### config.mk
export PLATFORM = sky130hd
export DESIGN_NAME = route1_4_8b
export DESIGN_NICKNAME = d
export VERILOG_FILES = /design/src/rtl/route_pkg.sv /design/src/rtl/route_fifo.sv /design/src/rtl/route1_4_8b.sv
export SDC_FILE = /design/constraint.sdc
export NUM_CORES = 1
export LEC_CHECK = 0
export ABC_AREA = 1
export BUFFER_PORTS_ARGS = -buffer_cell sky130_fd_sc_hd__buf_4
export CAP_MARGIN = 20
export CORE_MARGIN = 2
export CORE_UTILIZATION = 65
export CTS_CLUSTER_SIZE = 25
export DETAILED_ROUTE_END_ITERATION = 12
export HOLD_SLACK_MARGIN = 0.15
export PLACE_DENSITY = 0.95
export SLEW_MARGIN = 15
export SYNTH_ARGS = -nofsm -noshare
export SYNTH_HDL_FRONTEND = slang
export SYNTH_SLANG_ARGS = --single-unit
### constraint.sdc
create_clock -name clk -period 8.5 [get_ports clk]
set_input_delay 0.85 -clock clk [delete_from_list [all_inputs] [get_ports clk]]
set_output_delay 0.85 -clock clk [all_outputs]
set_load 0.02 [all_outputs]
### src/rtl/route_pkg.sv
// Shared constants and helpers for the 1-to-4 word distributor.
package route_pkg;
    localparam int ROUTE_NCH   = 4;
    localparam int ROUTE_SEL_W = 2;

    // Occupancy counter width: must represent 0..depth inclusive.
    function automatic int occ_w(input int depth);
        return $clog2(depth) + 1;
    endfunction
endpackage

### src/rtl/route_fifo.sv
// Single-clock synchronous FIFO; head word read directly from the storage array.
module route_fifo
    import route_pkg::*;
#(
    parameter int WIDTH = 8,
    parameter int DEPTH = 4
) (
    input  logic                      clk,
    input  logic                      rst,
    input  logic                      push,
    input  logic                      pop,
    input  logic [WIDTH-1:0]          wdata,
    output logic [WIDTH-1:0]          rdata,
    output logic                      empty,
    output logic                      full,
    output logic [occ_w(DEPTH)-1:0]   count
);
    localparam int AW = $clog2(DEPTH);
    localparam int CW = occ_w(DEPTH);

    logic [WIDTH-1:0] mem [DEPTH];
    logic [AW-1:0]    wr_ptr;
    logic [AW-1:0]    rd_ptr;
    logic [CW-1:0]    cnt;
    logic             do_push;
    logic             do_pop;

    // Refuse writes when full even if a pop lands on the same edge.
    assign do_push = push & ~full;
    assign do_pop  = pop & ~empty;

    always_ff @(posedge clk or posedge rst) begin
        if (rst) begin
            wr_ptr <= '0;
            rd_ptr <= '0;
            cnt    <= '0;
            for (int i = 0; i < DEPTH; i++) begin
                mem[i] <= '0;
            end
        end else begin
            if (do_push) begin
                mem[wr_ptr] <= wdata;
                wr_ptr      <= wr_ptr + AW'(1);
            end
            if (do_pop) begin
                rd_ptr <= rd_ptr + AW'(1);
            end
            case ({do_push, do_pop})
                2'b10:   cnt <= cnt + CW'(1);
                2'b01:   cnt <= cnt - CW'(1);
                default: cnt <= cnt;
            endcase
        end
    end

    assign rdata = mem[rd_ptr];
    assign empty = (cnt == '0);
    assign full  = (cnt == CW'(DEPTH));
    assign count = cnt;
endmodule

### src/rtl/route1_4_8b.sv
// Buffered 1-to-4 distributor: steers one valid/ready stream into four channel FIFOs.
// Optional broadcast-to-all-channels input enabled by defining ROUTE_BCAST_EN.
module route1_4_8b
    import route_pkg::*;
#(
    parameter int WIDTH = 8,
    parameter int DEPTH = 4
) (
    input  logic                                clk,
    input  logic                                rst,
    input  logic                                en,
    input  logic                                in_valid,
    output logic                                in_ready,
    input  logic [WIDTH-1:0]                    in_data,
    input  logic [ROUTE_SEL_W-1:0]              in_sel,
`ifdef ROUTE_BCAST_EN
    input  logic                                in_bcast,
`endif
    output logic [ROUTE_NCH-1:0]                out_valid,
    input  logic [ROUTE_NCH-1:0]                out_ready,
    output logic [ROUTE_NCH*WIDTH-1:0]          out_data,
    output logic [ROUTE_NCH*occ_w(DEPTH)-1:0]   out_count
);
    localparam int CW = occ_w(DEPTH);

    logic [ROUTE_NCH-1:0] full;
    logic [ROUTE_NCH-1:0] empty;
    logic [ROUTE_NCH-1:0] push;
    logic                 accept;

    // Readiness depends only on enable, select and registered full flags.
`ifdef ROUTE_BCAST_EN
    assign in_ready = ~rst & en & (in_bcast ? ~(|full) : ~full[in_sel]);
`else
    assign in_ready = ~rst & en & ~full[in_sel];
`endif

    assign accept = in_valid & in_ready;

    for (genvar k = 0; k < ROUTE_NCH; k++) begin : g_ch
`ifdef ROUTE_BCAST_EN
        assign push[k] = accept & (in_bcast | (in_sel == ROUTE_SEL_W'(k)));
`else
        assign push[k] = accept & (in_sel == ROUTE_SEL_W'(k));
`endif

        route_fifo #(
            .WIDTH (WIDTH),
            .DEPTH (DEPTH)
        ) u_fifo (
            .clk   (clk),
            .rst   (rst),
            .push  (push[k]),
            .pop   (out_ready[k]),
            .wdata (in_data),
            .rdata (out_data[k*WIDTH +: WIDTH]),
            .empty (empty[k]),
            .full  (full[k]),
            .count (out_count[k*CW +: CW])
        );

        assign out_valid[k] = ~empty[k];
    end
endmodule

==> impl_summary.txt <==
----------------------------------------------------
[Run]
  Max-capacitance violation count ... 0

[STA]
  Max-slew headroom at the worst pin ... 40.95%
  Period minus WS final ... 3729 ps
  Share of the clock period used by the worst path ... 43.87%
  Sum of negative setup slack ... 0 ps
  Final number of setup-violating endpoints ... 0
  Fin Clk Skew ... 6.529 ps
  Slew at the pin closest to its max-slew limit ... 885.7 ps
  Number of max-slew violations in the final report ... 0
  Final hold violations ... 0
  Setup repair after global routing missed its margin ... false
  Highest attainable clock frequency ... 0.2682 GHz

[Clock network]
  H-Tree Level Count ... 4
  CTS tree ... yes
  Number of buffers on the longest clock path ... 2
  Insertion delay to the later sink of the worst-skew pair ... 430 ps
  Library cell used as clock root buffer ... clkbuf_16
  CTS Hold Bufs ... 0
  Setup Fix Bufs, Post-CTS ... 0
  Total clock sinks ... 156
  CTS resizes ... 0
  Clock buffer count from CTS ... 17
  Clock transition at the registers of the reported paths ... 60 ps

[Power and ir drop]
  Pwr dens ... 378.3 nW/um^2
  Leak ... 4.657 nW
  Maximum resistive drop on vdd ... 0.2358 mV

[Place]
  Placed insts ... 1,089
  HPWL reported at the end of detailed placement ... 12.38 mm
  Global placement routability congestion ... 0.8635
  Placed standard-cell area ... 8278 um^2
  Count of port buffers added during placement ... 66

[Route]
  Total routed wirelength ... 21.43 mm
  Average wire per standard cell ... 19.11 um
  First-pass iteration count of the detailed router ... 6
  Remaining routing DRC violations ... 0
  Count of routing violations after the opening detailed-route iteration ... 1,309
  Vias per inst ... 6.482
  Number of nets with antenna violations after detailed routing ... 0
  Count of vias placed by the detailed router ... 7,266

[Yosys]
  #FFs+latches synth ... 156
  Number of synthesized flops with an enable pin ... 0
  Most used flip-flop cell after synthesis ... dfrtp_1
  Cell types occupying the most area after synthesis ... dfrtp_1 (50%), nand2_1 (14%), nand4_1 (11%)
  YS warnings ... 0
  Most used standard cell by instance count after synthesis ... nand2_1
  Fraction of the yosys area taken by sequential cells ... 49.60%
  Instance count of the mapped netlist ... 948
  Most area-hungry cell type in the Yosys netlist ... dfrtp_1
  Synth Net Count ... 990
  Share of synthesized flip-flops with an asynchronous set or reset ... 100.0%
  Netlist cell types ... 27
  Area of the mapped netlist ... 7870 um^2
  Ranking of synthesized cells by instance count ... nand2_1 (294), dfrtp_1 (156), nand4_1 (136), nor2_1 (74), o21ai_0 (72)
  Avg Inst Size Synth ... 8.302 um^2
  Synth top area share ... 49.60%

[Layout]
  Post-Layout Inst Area ... 8914 um^2
  Share of final-layout standard cells stronger than drive strength 1 ... 12.42%
  Antenna Cells ... 0
  Total number of nets in the final design ... 1,003
  Post-Layout Cell Count ... 1,121
  Area growth, synth to finish ... 13.26%

[Setup path]
  Crit-path max FO ... 95
  WS Path Type ... in -> reg
  Worst Path Required ... 8860 ps
  Kind of start point of the critical path ... input pin
  Worst setup EP type ... register
  RR Startpoint ... g_ch[3].u_fifo.count[0]
  Crit path arrival time ... 4080 ps
  Crit. Startpoint ... rst

[Die]
  Die extent in y ... 114.0 um
  Placement Rows ... 40
  Starting utilization of the core area ... 66.07%
  Count of pins on the block boundary ... 67
  Die footprint ... 13,000 um^2
  Die X-Extent ... 114.0 um
  Std-Cell Core Area ... 11,910 um^2

[Global route]
  Pin count of the biggest net entering global routing ... 96
  Total overflow reported by the global router ... 0
  Vias in the first global route ... 6,999
  Global-route wire length before repair ... 34.72 mm
  Initial antenna violation count ... 0
  Overall track demand over capacity in global routing ... 34.33%

[Hold path]
  HP Class ... reg -> reg
  Worst Hold Launch ... g_ch[0].u_fifo.mem[13]

[Outcome]
  Status ... complete, no violations

----------------------------------------------------
final cells by class:
class	count	area [um^2]
Inverter	38	147.6
Sequential cell	156	3904
Clock inverter	11	165.2
Fill cell	795	2998
Timing Repair Buffer	72	540.5
Tap cell	147	183.9
Multi-Input combinational cell	676	3502
Clock buffer	21	470.5
power by group:
| group | internal (mW) | leakage [nW] | switching, mW |
|---|---|---|---|
| clock | 0.513 | 0.313 | 0.304 |
| combinational | 0.486 | 2.28 | 0.866 |
| sequential | 0.977 | 2.06 | 0.227 |
| total | 1.98 | 4.66 | 1.40 |
flip-flops by register name, indices dropped and copies added, names as in the netlist:
register,flops
g_ch.u_fifo.rd_ptr,8
g_ch.u_fifo.mem,128
g_ch.u_fifo.wr_ptr,8
g_ch.u_fifo.count,12
stage by stage:
step                utilization, %  power (mW)  worst slack, ps  hold slack [ps]
floorplan                        -       2.038             2222            444.4
global placement             69.50       2.458             4544            457.5
detailed placement           69.50       2.507             4392            461.2
CTS                          74.83       3.348             4795            476.7
global route                 74.83       3.561             4440            488.6
finish                       74.83       3.372             4771            477.2
worst max-delay path: stages:
cell and delay (ps):
buf_4 120, inv_6 560, nand2_1 80, o21bai_2 270
nor3_4 200, buf_4 730, nand2_1 220, ha_1 260
inv_1 130, fa_1 230, a21oi_1 100, o21ai_0 130
xor2_1 170
placed cells by master, fill, tap and decap left out, drive strengths merged:
cell	n
nor2	76
clkbuf	21
o21bai	1
xnor2	4
nor3	1
a21oi	4
clkinvlp	1
a21boi	3
bufinv	4
ha	20
o22ai	32
inv	38
fa	4
dfrtp	156
nand4	144
nand3	10
nand2	294
o21ai	72
xor2	11
buf	72
clkinv	6
routing by layer:
layer,GRT usage (%),vias to the layer above,part of all wire [%]
met4,17.15,0,4.2
li1,-,3247,-
met1,45.69,3409,38
met5,0,-,0
met3,8.342,101,11
met2,53.13,509,47
cells by family (layout without fill, tap and decap cells):
kind of cell | after synthesis | count (layout) | share of synthesized area, %
flops | 156 | 156 | 49.60
buf+inv | 116 | 142 | 6.042
fa+ha+maj | 24 | 24 | 4.197
compound gates | 112 | 112 | 7.806
xor+xnor | 15 | 15 | 1.669
simple gates | 525 | 525 | 30.68
worst paths after layout:
| path | end | slack (ps) | cells past startpoint |
|---|---|---|---|
| hold / removal | g_ch[0].u_fifo.mem[13] | 480 | 2 |
| setup / recovery | g_ch[3].u_fifo.count[2] | 4770 | 13 |
| min in group asynchronous | g_ch[2].u_fifo.count[2] | 580 | 2 |
| setup reg to reg | g_ch[3].u_fifo.count[2] | 5390 | 12 |
| max in group asynchronous | g_ch[0].u_fifo.mem[18] | 6620 | 3 |
| hold reg to reg | g_ch[0].u_fifo.mem[13] | 480 | 2 |
Note: power is estimated with default switching activity, not from simulation.
